`src/rtl/trng_collector.sv`:
```
// trng_collector: conditioning and packing stage behind the ring-oscillator
// entropy macro. Synchronizes the raw bit, samples it at a fixed divider rate,
// runs a repetition-count health test, Von Neumann debiases, packs WIDTH-bit
// words and hands them out over valid/ready.
//
// state      | meaning
// -----------+-----------------------------------------------------------
// ST_IDLE    | rings held in reset, waiting for en_i
// ST_WARMUP  | rings running, first WARMUP samples discarded
// ST_COLLECT | samples feed health test, debiaser and packer
// ST_FAIL    | repetition test tripped, rings held in reset until clr_fail_i
module trng_collector #(
  parameter int WIDTH      = 32,
  parameter int SAMPLE_DIV = 8,
  parameter int WARMUP     = 64,
  parameter int REP_LIMIT  = 32
) (
  input  logic             clk_i,
  input  logic             rst_ni,
  input  logic             en_i,
  input  logic             raw_i,
  output logic             ring_rst_o,
  output logic [WIDTH-1:0] data_o,
  output logic             valid_o,
  input  logic             ready_i,
  output logic             health_fail_o,
  input  logic             clr_fail_i
);

  localparam int DIV_W = (SAMPLE_DIV > 1) ? $clog2(SAMPLE_DIV) : 1;
  localparam int WU_W  = (WARMUP > 1) ? $clog2(WARMUP) : 1;
  localparam int CNT_W = $clog2(WIDTH + 1);

  localparam logic [DIV_W-1:0] DIV_LAST = DIV_W'(SAMPLE_DIV - 1);
  localparam logic [WU_W-1:0]  WU_LAST  = WU_W'(WARMUP - 1);
  localparam logic [CNT_W-1:0] CNT_FULL = CNT_W'(WIDTH);
  localparam logic [7:0]       REP_TRIP = 8'(REP_LIMIT);

  typedef enum logic [1:0] {
    ST_IDLE,
    ST_WARMUP,
    ST_COLLECT,
    ST_FAIL
  } state_t;

  state_t state, state_nxt;
  logic   ring_rst_nxt;

  logic             raw_m, raw_s;
  logic [DIV_W-1:0] div_cnt;
  logic [WU_W-1:0]  wu_cnt;
  logic [7:0]       rep_cnt, rep_next;
  logic             prev_smp, first_smp;
  logic             pair_phase, pair_a;
  logic [WIDTH-1:0] shift;
  logic [CNT_W-1:0] bit_cnt;

  logic running, disable_req, strobe, collect_smp, fail_hit, emit, handoff;

  // Datapath qualifiers shared by the FSM and the sequential blocks
  assign running     = en_i && (state == ST_WARMUP || state == ST_COLLECT);
  assign disable_req = !en_i && (state == ST_WARMUP || state == ST_COLLECT);
  assign strobe      = running && (div_cnt == DIV_LAST);
  assign collect_smp = strobe && (state == ST_COLLECT);
  assign rep_next    = (first_smp || (raw_s != prev_smp)) ? 8'd1 :
                       ((rep_cnt == 8'hFF) ? 8'hFF : rep_cnt + 8'd1);
  assign fail_hit    = collect_smp && (rep_next >= REP_TRIP);
  // A failing sample never produces a debiased bit
  assign emit        = collect_smp && !fail_hit && pair_phase && (pair_a != raw_s);
  // Hand the full shifter to the output when it is empty or draining this cycle
  assign handoff     = (bit_cnt == CNT_FULL) && (!valid_o || ready_i);

  // Two-flop synchronizer for the free-running ring output
  always_ff @(posedge clk_i or negedge rst_ni) begin
    if (!rst_ni) begin
      raw_m <= 1'b0;
      raw_s <= 1'b0;
    end else begin
      raw_m <= raw_i;
      raw_s <= raw_m;
    end
  end

  // State register; ring reset is registered alongside the state
  always_ff @(posedge clk_i or negedge rst_ni) begin
    if (!rst_ni) begin
      state      <= ST_IDLE;
      ring_rst_o <= 1'b1;
    end else begin
      state      <= state_nxt;
      ring_rst_o <= ring_rst_nxt;
    end
  end

  // Next-state logic
  always_comb begin
    state_nxt    = state;
    ring_rst_nxt = 1'b1;
    case (state)
      ST_IDLE: begin
        if (en_i) state_nxt = ST_WARMUP;
      end
      ST_WARMUP: begin
        if (!en_i) state_nxt = ST_IDLE;
        else if (strobe && (wu_cnt == WU_LAST)) state_nxt = ST_COLLECT;
      end
      ST_COLLECT: begin
        if (!en_i) state_nxt = ST_IDLE;
        else if (fail_hit) state_nxt = ST_FAIL;
      end
      ST_FAIL: begin
        if (clr_fail_i) state_nxt = ST_IDLE;
      end
      default: state_nxt = ST_IDLE;
    endcase
    ring_rst_nxt = (state_nxt == ST_IDLE) || (state_nxt == ST_FAIL);
  end

  // Sample divider: free-runs only while the rings are enabled
  always_ff @(posedge clk_i or negedge rst_ni) begin
    if (!rst_ni) begin
      div_cnt <= '0;
    end else if (!running || strobe) begin
      div_cnt <= '0;
    end else begin
      div_cnt <= div_cnt + DIV_W'(1);
    end
  end

  // Warm-up strobe counter
  always_ff @(posedge clk_i or negedge rst_ni) begin
    if (!rst_ni) begin
      wu_cnt <= '0;
    end else if (state != ST_WARMUP || !en_i) begin
      wu_cnt <= '0;
    end else if (strobe) begin
      wu_cnt <= (wu_cnt == WU_LAST) ? '0 : wu_cnt + WU_W'(1);
    end
  end

  // Repetition-count health test; first_smp forces a fresh run on COLLECT entry
  always_ff @(posedge clk_i or negedge rst_ni) begin
    if (!rst_ni) begin
      rep_cnt   <= '0;
      prev_smp  <= 1'b0;
      first_smp <= 1'b1;
    end else if (state == ST_COLLECT && en_i) begin
      if (collect_smp) begin
        rep_cnt   <= rep_next;
        prev_smp  <= raw_s;
        first_smp <= 1'b0;
      end
    end else begin
      rep_cnt   <= '0;
      prev_smp  <= 1'b0;
      first_smp <= 1'b1;
    end
  end

  // Sticky failure flag; a clear coinciding with a trip cannot happen outside FAIL
  always_ff @(posedge clk_i or negedge rst_ni) begin
    if (!rst_ni) begin
      health_fail_o <= 1'b0;
    end else if (fail_hit) begin
      health_fail_o <= 1'b1;
    end else if (state == ST_FAIL && clr_fail_i) begin
      health_fail_o <= 1'b0;
    end
  end

  // Debiaser pair tracking, packer shifter and output register
  always_ff @(posedge clk_i or negedge rst_ni) begin
    if (!rst_ni) begin
      pair_phase <= 1'b0;
      pair_a     <= 1'b0;
      shift      <= '0;
      bit_cnt    <= '0;
      data_o     <= '0;
      valid_o    <= 1'b0;
    end else if (disable_req) begin
      // partial word is abandoned, a completed output word stays available
      pair_phase <= 1'b0;
      pair_a     <= 1'b0;
      shift      <= '0;
      bit_cnt    <= '0;
      if (valid_o && ready_i) valid_o <= 1'b0;
    end else if (fail_hit) begin
      pair_phase <= 1'b0;
      pair_a     <= 1'b0;
      shift      <= '0;
      bit_cnt    <= '0;
      data_o     <= '0;
      valid_o    <= 1'b0;
    end else begin
      if (state != ST_COLLECT) begin
        pair_phase <= 1'b0;
      end else if (collect_smp) begin
        pair_phase <= ~pair_phase;
        if (!pair_phase) pair_a <= raw_s;
      end

      if (handoff) begin
        data_o  <= shift;
        valid_o <= 1'b1;
        if (emit) begin
          shift   <= {shift[WIDTH-2:0], pair_a};
          bit_cnt <= CNT_W'(1);
        end else begin
          bit_cnt <= '0;
        end
      end else begin
        if (valid_o && ready_i) valid_o <= 1'b0;
        // with a full shifter and a blocked output, new bits are dropped
        if (emit && bit_cnt != CNT_FULL) begin
          shift   <= {shift[WIDTH-2:0], pair_a};
          bit_cnt <= bit_cnt + CNT_W'(1);
        end
      end
    end
  end

endmodule

```
`config.mk`:
```
export PLATFORM = sky130hd
export DESIGN_NAME = trng_collector
export DESIGN_NICKNAME = d
export VERILOG_FILES = /design/src/rtl/trng_collector.sv
export SDC_FILE = /design/constraint.sdc
export NUM_CORES = 1
export LEC_CHECK = 0
export CORE_MARGIN = 3
export CORE_UTILIZATION = 41
export CTS_CLUSTER_DIAMETER = 80
export DETAILED_ROUTE_END_ITERATION = 8
export GPL_ROUTABILITY_DRIVEN = 1
export REMOVE_ABC_BUFFERS = 1
export SYNTH_ARGS = -nofsm -noshare
export SYNTH_HDL_FRONTEND = slang
export SYNTH_SLANG_ARGS = --single-unit
```
`constraint.sdc`:
```
create_clock -name clk_i -period 4.8 [get_ports clk_i]
set_input_delay 0.96 -clock clk_i [delete_from_list [all_inputs] [get_ports clk_i]]
set_output_delay 0.96 -clock clk_i [all_outputs]
set_load 0.01 [all_outputs]
```
==> flow_summary_export.csv, run 1 <==
group,metric,value,unit
layout,final_common_cell,"dfrtp_1",
global_routing,grt_max_degree,71,
synth,ys_warn_count,0,
timing,fin_skew,0.0111,ns
power,internal_power,1.15,mW
min_path,hp-start,"raw_m",
synth,synth_async_sr_flop_share,100,%
worst_setup_path,worstPathMaxFanout,26,
synth,synth_area_leader_cell,"dfrtp_1",
worst_setup_path,max_stage_delay,0.68,ns
clock_network,cts_hold_buf,0,
global_routing,grt_pass1_vias,3094,
clock_network,cts_resized,0,
min_path,hp-class,"reg -> reg",
synth,synth_seq_cells,98,
die,die_area,0.0120,mm2
detailed_routing,avgViaCountPerCell,5.36,
worst_setup_path,critPathRequiredTime,5.03,ns
detailed_routing,drc,0,
worst_setup_path,worst_ep_arrival_time,3.62,ns
timing,relSlewSlack,32.1,%
synth,synth_xor_area_share,0.797,%
layout,synthToLayoutAreaGrowth,17.0,%
power,pwr-share-clk,36.3,%
die,core_area,0.0104,mm2
power,switching_share,27.3,%
power,combPwrFrac,9.8,%
place,portBuffers,40,
global_routing,grt_first_pass_wirelength,15.0,mm
synth,avgSynthCellArea,11.2,um2
worst_setup_path,cp-end-kind,"flop",
power,p_per_area,307,mW/mm2
layout,drive_gt1_share,8.92,%
power,power.total,1.58,mW
worst_setup_path,reg2regPathDepth,8,
worst_setup_path,reg2reg_to,"shift[11]",
synth,synthSimpleGateAreaFrac,15.7,%
synth,synth_edf_count,0,
place,gp_congestion,0.817,
clock_network,cts-root-buf,"clkbuf_8",
timing,setup_viol,0,
clock_network,htree_levels,3,
global_routing,antenna_found_initial,0,
worst_setup_path,criticalPathCategory,"in -> reg",
timing,worst_slew_pin_slew,1.02,ns
die,initial_utilization,42.4,%
worst_setup_path,worstSetupPathDepth,7,
min_path,hold_end,"raw_s",
clock_network,cts_buffers,9,
synth,synth_compound_area_share,14.1,%
global_routing,grt_overflow,0,
worst_setup_path,r2r_slack,1.78,ns
synth,synth_area,0.00440,mm2
global_routing,grt_use_total,15.8,%
timing,rsz0062_at_grt,"no",
timing,maxSlewViolCount,0,
worst_setup_path,critPathTopFamily,"buffers and inverters",
clock_network,path_clk_slew,0.10,ns
timing,tns,0,ns
synth,syn_inst,393,
die,fp.dieW,110,um
clock_network,cts_tree,"done",
clock_network,clock_latency,0.37,ns
synth,synth_cell_types,54,
worst_setup_path,crit_slowest_cell,"o31a_1",
synth,synth_top_area_share,54.6,%
die,fp.dieH,110,um
clock_network,cts_buffer_depth,2,
timing,finalWorstPathRequiredPeriod,3.39,ns
synth,yosys-mux-area-fraction,8.25,%
die,num_io_pins,41,
detailed_routing,routed_wl,8.45,mm
timing,finalHoldViolations,0,
synth,synthTopCellsByArea,"dfrtp_1 (55%), mux2i_1 (7.7%), a22o_1 (6.6%), nand2_1 (5.4%), ha_1 (2.8%)",
synth,yosys.area_share.adder,2.85,%
detailed_routing,ant_nets,0,
layout,nNetsFinal,448,
detailed_routing,vias,3073,
worst_setup_path,r2r-start,"state[0]",
power,p_seq_share,53.9,%
clock_network,clock-sinks,98,
layout,final_cell_mix,"dfrtp_1 (96), nand2_1 (63), clkdlybuf4s50_1 (39)",
synth,synth_top_family_by_area,"simple AND/OR/NAND/NOR gates",
timing,finalCritPeriodShare,70.6,%
layout,n_antenna_cell,0,
status,run_status,"finished, final reports clean",
worst_setup_path,path_cells,"clkdlybuf4s50_1, nand4_1, or3_1, o31a_1, buf_4, nand2_1, mux2i_1",
flow_run,cap_viol_max_count,0,
detailed_routing,drt-pass1-iter-count,4,
power,switchingPower,0.431,mW
die,fp-row-count,37,
worst_setup_path,startpoint_type,"input port",
detailed_routing,drtIter0Drc,110,
timing,worst_hold_slack,0.359,ns
min_path,holdPathStages,0,
power,peakVddDrop,0.000179,V
power,p_leak,2.48,nW
place,place_hpwl,5.70,mm
synth,ys_seq_area_share,55.8,%
synth,ys.flop_type,"dfrtp_1",
clock_network,post-cts-setup-buffers,0,
detailed_routing,wl_per_cell,14.8,um
worst_setup_path,crit_buf_inv,2,
timing,fmax,295,MHz
Yosys cell counts, drive strengths merged, types with 4 or more instances:
cell and n:
dfrtp 96, nand2 63, mux2i 34, a22o 33, o21ai 17, nor2 16, nor3 12, a21oi 11
buf 10, ha 10, nand3 10, and3 9, inv 9, clkbuf 7, nand4 6, or3 5
nand3b 4, xor2 4
metrics by stage:
stage	setup slack (ns)	util [%]	cell area [um2]	std cells
after floorplan	1.84	-	4320	376
after global placement	1.10	47.5	4930	557
after detailed placement	1.01	47.5	4930	557
after CTS	1.43	49.6	5150	573
after global routing	1.26	49.6	5150	573
final	1.41	49.6	5150	573
worst max path at each step:
stage | startpoint | end | slack, ns
final | en_i | shift[11] | 1.41
after global placement | en_i | shift[30] | 1.10
after floorplan | en_i | data_o[0] | 1.84
after global routing | en_i | shift[30] | 1.26
after CTS | en_i | shift[11] | 1.43
after detailed placement | en_i | shift[11] | 1.01
power groups by stage:
stage	Clock, mW	Combinational (mW)	Sequential, mW
3_3_place_gp	0	0.154	0.866
4_1_cts	0.596	0.157	0.850
6_report	0.573	0.155	0.850
2_1_floorplan	0	0.0908	0.866
5_1_grt	0.622	0.178	0.853
3_5_place_dp	0	0.158	0.866
per-layer routing:
| layer | global-route usage (%) | part of all wire, % |
|---|---|---|
| met3 | 3.29 | 3.8 |
| met4 | 5.70 | 1.7 |
| met5 | 0 | 0 |
| met2 | 25.5 | 47 |
| met1 | 21.2 | 48 |
flip-flops by register name, indices dropped and copies added (netlist names), 2 cells and up:
| name | cells |
|---|---|
| rep_cnt | 8 |
| bit_cnt | 6 |
| wu_cnt | 6 |
| shift | 32 |
| state | 2 |
| div_cnt | 3 |
| data_o | 32 |
cell families (layout without fill, tap and decap cells):
family	count (synthesis)	after routing
simple gates	137	137
flops	98	98
fa+ha+maj	10	10
xor+xnor	4	4
compound gates	82	82
buf+inv	26	70
mux	36	36
final cells by class:
cell class | instances | area [um2]
sequential | 98 | 2450
clock buffer | 9 | 124
inverter | 9 | 33.8
fill | 975 | 5220
tap | 136 | 170
clock inverter | 7 | 92.6
multi-input combinational | 269 | 1840
timing repair buffer | 45 | 435
(Power assumes the default switching activity.)
==> run 2: changes to the inputs <==
- clock period: 4.8 -> 3.45 ns (I/O delays scaled with it)
==> flow_summary_export.csv, run 2 (synthesized netlist as in run 1, its figures left out) <==
group,metric,value,unit
status,run_status,"finished, final reports clean",
layout,fin_area,0.00517,mm2
worst_setup_path,startpoint_type,"flop",
layout,drive_gt1_share,9.95,%
detailed_routing,ant_nets,0,
worst_setup_path,crit_slowest_cell,"or3_1",
worst_setup_path,worstPathMaxFanout,36,
timing,worst_slew_pin_slew,0.595,ns
layout,synthToLayoutAreaGrowth,17.6,%
global_routing,grt_overflow,0,
worst_setup_path,worst_ep_arrival_time,2.94,ns
timing,finalHoldViolations,0,
layout,final_cell_mix,"dfrtp_1 (96), nand2_1 (63), clkdlybuf4s50_1 (39)",
global_routing,grt_max_degree,37,
timing,finalCritPeriodShare,78.5,%
detailed_routing,routed_wl,8.62,mm
clock_network,cts_resized,0,
clock_network,cts_tree,"done",
worst_setup_path,path_cells,"inv_1, ha_1, nand4_1, or3_1, buf_4, o31a_1, buf_4, nand2_1, mux2i_1",
timing,setup_viol,0,
power,power.total,2.14,mW
place,portBuffers,40,
layout,n_antenna_cell,0,
die,initial_utilization,42.4,%
timing,rsz0062_at_grt,"no",
place,dpl_worst_slack,0.462,ns
flow_run,cap_viol_max_count,0,
clock_network,path_clk_slew,0.12,ns
layout,fillers,956,
place,gp_congestion,0.772,
die,num_io_pins,41,
worst_setup_path,crit_buf_inv,3,
global_routing,grt_pass1_vias,3237,
timing,layout_setup_ws,0.743,ns
timing,worst_hold_slack,0.249,ns
detailed_routing,avgViaCountPerCell,5.48,
layout,nNetsFinal,453,
clock_network,clock_latency,0.38,ns
worst_setup_path,cp-end-kind,"flop",
layout,postLayoutCoreUtil,49.9,%
worst_setup_path,critPathTopFamily,"simple AND/OR/NAND/NOR gates",
clock_network,cts_buffer_depth,2,
worst_setup_path,critPathRequiredTime,3.68,ns
power,p_per_area,414,mW/mm2
clock_network,cts-root-buf,"clkbuf_8",
layout,top_regs,"data_o (32), shift (32), rep_cnt (8)",
clock_network,htree_levels,3,
min_path,hp-class,"in -> async",
global_routing,grt_use_total,16.0,%
worst_setup_path,crit_top_cell,"buf_4",
die,fp-row-count,37,
detailed_routing,drtIter0Drc,124,
die,die_area,0.0120,mm2
die,core_area,0.0104,mm2
detailed_routing,vias,3168,
place,place_hpwl,5.86,mm
timing,fmax,369,MHz
timing,relSlewSlack,60.0,%
worst_setup_path,max_stage_delay,0.47,ns
power,p_leak,2.50,nW
timing,fin_skew,0.0189,ns
place,place_area,0.00497,mm2
die,fp.dieH,110,um
die,fp.dieW,110,um
detailed_routing,drt-pass1-iter-count,6,
global_routing,antenna_found_initial,0,
clock_network,clock-sinks,98,
layout,final_common_cell,"dfrtp_1",
timing,maxSlewViolCount,0,
timing,finalWorstPathRequiredPeriod,2.71,ns
worst_setup_path,criticalPathCategory,"reg -> reg",
power,peakVddDrop,0.000259,V
clock_network,cts_hold_buf,0,
clock_network,post-cts-setup-buffers,0,
layout,fin_cells,578,
detailed_routing,drc,0,
clock_network,cts_buffers,9,
timing,tns,0,ns
global_routing,grt_first_pass_wirelength,15.3,mm
place,placed_cells_incl_taps,562,
detailed_routing,wl_per_cell,14.9,um
==> run 2: changes by cell type in the layout (fill, tap and decap cells not counted) <==
cell,previous run,this run
buf_4,6,11
bufinv_16,1,0
clkinv_8,1,2
inv_6,3,2
inv_8,1,2
==> run 2: final timing paths <==
path | cells after the start | startpoint | slack (ns) | end
max in group asynchronous | 2 | rst_ni | 2.35 | ring_rst_o
worst min-delay path | 1 | rst_ni | 0.25 | data_o[30]
worst max register to register | 9 | state[1] | 0.74 | shift[20]
worst min register to register | 0 | raw_m | 0.37 | raw_s
min in group clk_i | 0 | raw_m | 0.37 | raw_s
worst max-delay path | 9 | state[1] | 0.74 | shift[20]
==> run 2: where the power goes <==
group | switching (mW) | internal (mW)
logic | 0.144 | 0.0720
clock network | 0.454 | 0.291
registers | 0.0119 | 1.17
==> run 2: metal layers <==
layer | part of all wire (%) | global-route usage (%)
met4 | 2.1 | 6.59
met1 | 48 | 22.3
met2 | 46 | 25.1
met3 | 3.8 | 2.52
met5 | 0 | 0
==> run 2: final cells by class <==
cell class	count	area (um2)	area share [%]
flip-flops and latches	98	2450	47.5
multi-input cells	269	1840	35.5
repair buffers	50	473	9.14
well taps	136	170	3.29
clock buffers	9	124	2.39
clock inverters	7	81.3	1.57
inverters	9	33.8	0.653
==> run 2: worst reg2reg max path, cell delays in order (launching register included) <==
cell and delay [ns]:
dfrtp_1 0.45, inv_1 0.10, ha_1 0.37, nand4_1 0.20, or3_1 0.47, buf_4 0.20
o31a_1 0.30, buf_4 0.24, nand2_1 0.16, mux2i_1 0.08
==> run 3: changes to the inputs <==
- clock period: 3.45 -> 2.35 ns (I/O delays scaled with it)
==> flow_summary_export.csv, run 3 (synthesized netlist as in run 1, its figures left out) <==
group,metric,value,unit
status,run_status,"finished, final reports clean",
detailed_routing,drt-pass1-iter-count,4,
worst_setup_path,critPathRequiredTime,2.61,ns
timing,maxSlewViolCount,0,
power,internal_power,2.47,mW
clock_network,htree_levels,3,
power,peakVddDrop,0.000373,V
layout,drive_gt1_share,18.3,%
clock_network,clock-sinks,98,
die,fp.dieH,110,um
layout,final_common_cell,"dfrtp_1",
min_path,hp-class,"in -> async",
clock_network,cts_hold_buf,0,
timing,finalWorstPathRequiredPeriod,2.29,ns
power,p_leak,2.69,nW
timing,rsz0062_at_grt,"yes",
die,die_area,0.0120,mm2
timing,finalHoldViolations,0,
die,initial_utilization,42.4,%
detailed_routing,drc,0,
die,core_area,0.0104,mm2
clock_network,clock_latency,0.37,ns
layout,nNetsFinal,482,
global_routing,grt_use_met2,24.9,%
timing,fin_skew,0.0136,ns
clock_network,cts_buffer_depth,2,
detailed_routing,routed_wl,8.84,mm
die,fp-row-count,37,
detailed_routing,vias,3206,
place,dpl_worst_slack,-0.165,ns
global_routing,grt_use_total,15.5,%
global_routing,use_met3,4.23,%
clock_network,path_clk_slew,0.10,ns
power,switching_share,27.0,%
timing,worst_slew_pin_slew,0.502,ns
global_routing,grt-busiest-layer,"met2",
global_routing,grt_max_degree,99,
layout,synthToLayoutAreaGrowth,25.6,%
worst_setup_path,max_stage_delay,0.44,ns
die,fp.dieW,110,um
global_routing,grt_first_pass_wirelength,14.7,mm
power,p_per_area,613,mW/mm2
place,place_hpwl,5.77,mm
flow_run,cap_viol_max_count,0,
layout,top_regs,"data_o (32), shift (32), rep_cnt (8)",
layout,fin_area,0.00552,mm2
place,gp_congestion,0.814,
clock_network,cts-root-buf,"clkbuf_8",
worst_setup_path,path_cells,"inv_2, ha_4, nand4_1, or3_4, o31a_1, buf_4, clkbuf_16, nand2_1, mux2i_1",
die,num_io_pins,41,
layout,fin_cells,607,
worst_setup_path,critPathTopFamily,"simple AND/OR/NAND/NOR gates",
place,placed_cells_incl_taps,587,
worst_setup_path,worstPathMaxFanout,18,
layout,final_cell_mix,"dfrtp_1 (96), nand2_1 (56), clkdlybuf4s50_1 (39)",
timing,fmax,436,MHz
place,place_area,0.00522,mm2
global_routing,grt_overflow,0,
power,switchingPower,0.914,mW
power,combPwrFrac,14.5,%
worst_setup_path,startpoint_type,"flop",
place,portBuffers,40,
global_routing,use_met1,21.2,%
detailed_routing,wl_per_cell,14.6,um
clock_network,cts_tree,"done",
timing,finalCritPeriodShare,97.6,%
layout,postLayoutCoreUtil,53.3,%
timing,relSlewSlack,66.5,%
power,p_seq_share,51.2,%
timing,layout_setup_ws,0.0556,ns
worst_setup_path,cp-end-kind,"flop",
detailed_routing,drtIter0Drc,89,
power,pwr-share-clk,34.3,%
global_routing,antenna_found_initial,0,
layout,n_antenna_cell,0,
global_routing,grt_pass1_vias,3084,
clock_network,cts_buffers,9,
detailed_routing,ant_nets,0,
worst_setup_path,crit_buf_inv,3,
worst_setup_path,worst_ep_arrival_time,2.55,ns
worst_setup_path,crit_slowest_cell,"or3_4",
timing,setup_viol,0,
detailed_routing,avgViaCountPerCell,5.28,
power,power.total,3.39,mW
worst_setup_path,criticalPathCategory,"reg -> reg",
## run 3: changes by cell type in the layout (fill, tap and decap cells not counted), moves of 2 or more
cell / delta
buf_12: +5
buf_4: +23
ha_1: -2
inv_1: -2
inv_2: +2
nand2_1: -7
nand2_2: +7
## run 3: per-layer routing
layer  wire length [um]  vias to the layer above
li1                   -                     1566
met4                 32                        0
met5                  0                        -
met1               4190                     1575
met3                372                        4
met2               4240                       61
## run 3: power groups by stage
stage | Sequential (mW) | Clock [mW] | Combinational [mW]
after detailed placement | 1.76 | 0 | 0.431
after floorplan | 1.77 | 0 | 0.185
after CTS | 1.73 | 1.22 | 0.432
after global placement | 1.77 | 0 | 0.425
after global routing | 1.74 | 1.28 | 0.543
final | 1.73 | 1.16 | 0.493
## run 3: path summary, 6_finish.rpt
| kind | from | endpoint | slack [ns] | cells past startpoint |
|---|---|---|---|---|
| max reg2reg | state[0] | shift[4] | 0.06 | 9 |
| min reg2reg | raw_m | raw_s | 0.36 | 0 |
| min in group clk_i | raw_m | raw_s | 0.36 | 0 |
| max in group asynchronous | rst_ni | ring_rst_o | 1.82 | 2 |
| min | rst_ni | data_o[30] | 0.14 | 2 |
| max | state[0] | shift[4] | 0.06 | 9 |
## run 3: layout make-up
type                       count  area, um2
clock buffer                   9        124
clock inverter                 7       92.6
fill                         924       4850
inverter                       9       33.8
multi-input combinational    269       1880
sequential                    98       2450
tap                          136        170
timing repair buffer          79        771
## run 3: repair_timing
item | 4_1_cts | 5_1_grt
endpoints found under the hold margin | 0 | 0
gates resized for setup | 0 | 13
buffers inserted | 0 | 3
setup endpoints to repair | 0 | 36
## run 3: per-stage QoR
step	hold slack, ns	setup TNS, ns
after floorplan	0.174	-24.72
after global placement	0.333	-4.56
after detailed placement	0.336	-6.27
after CTS	0.146	0
after global routing	0.150	-0.356
final	0.137	0
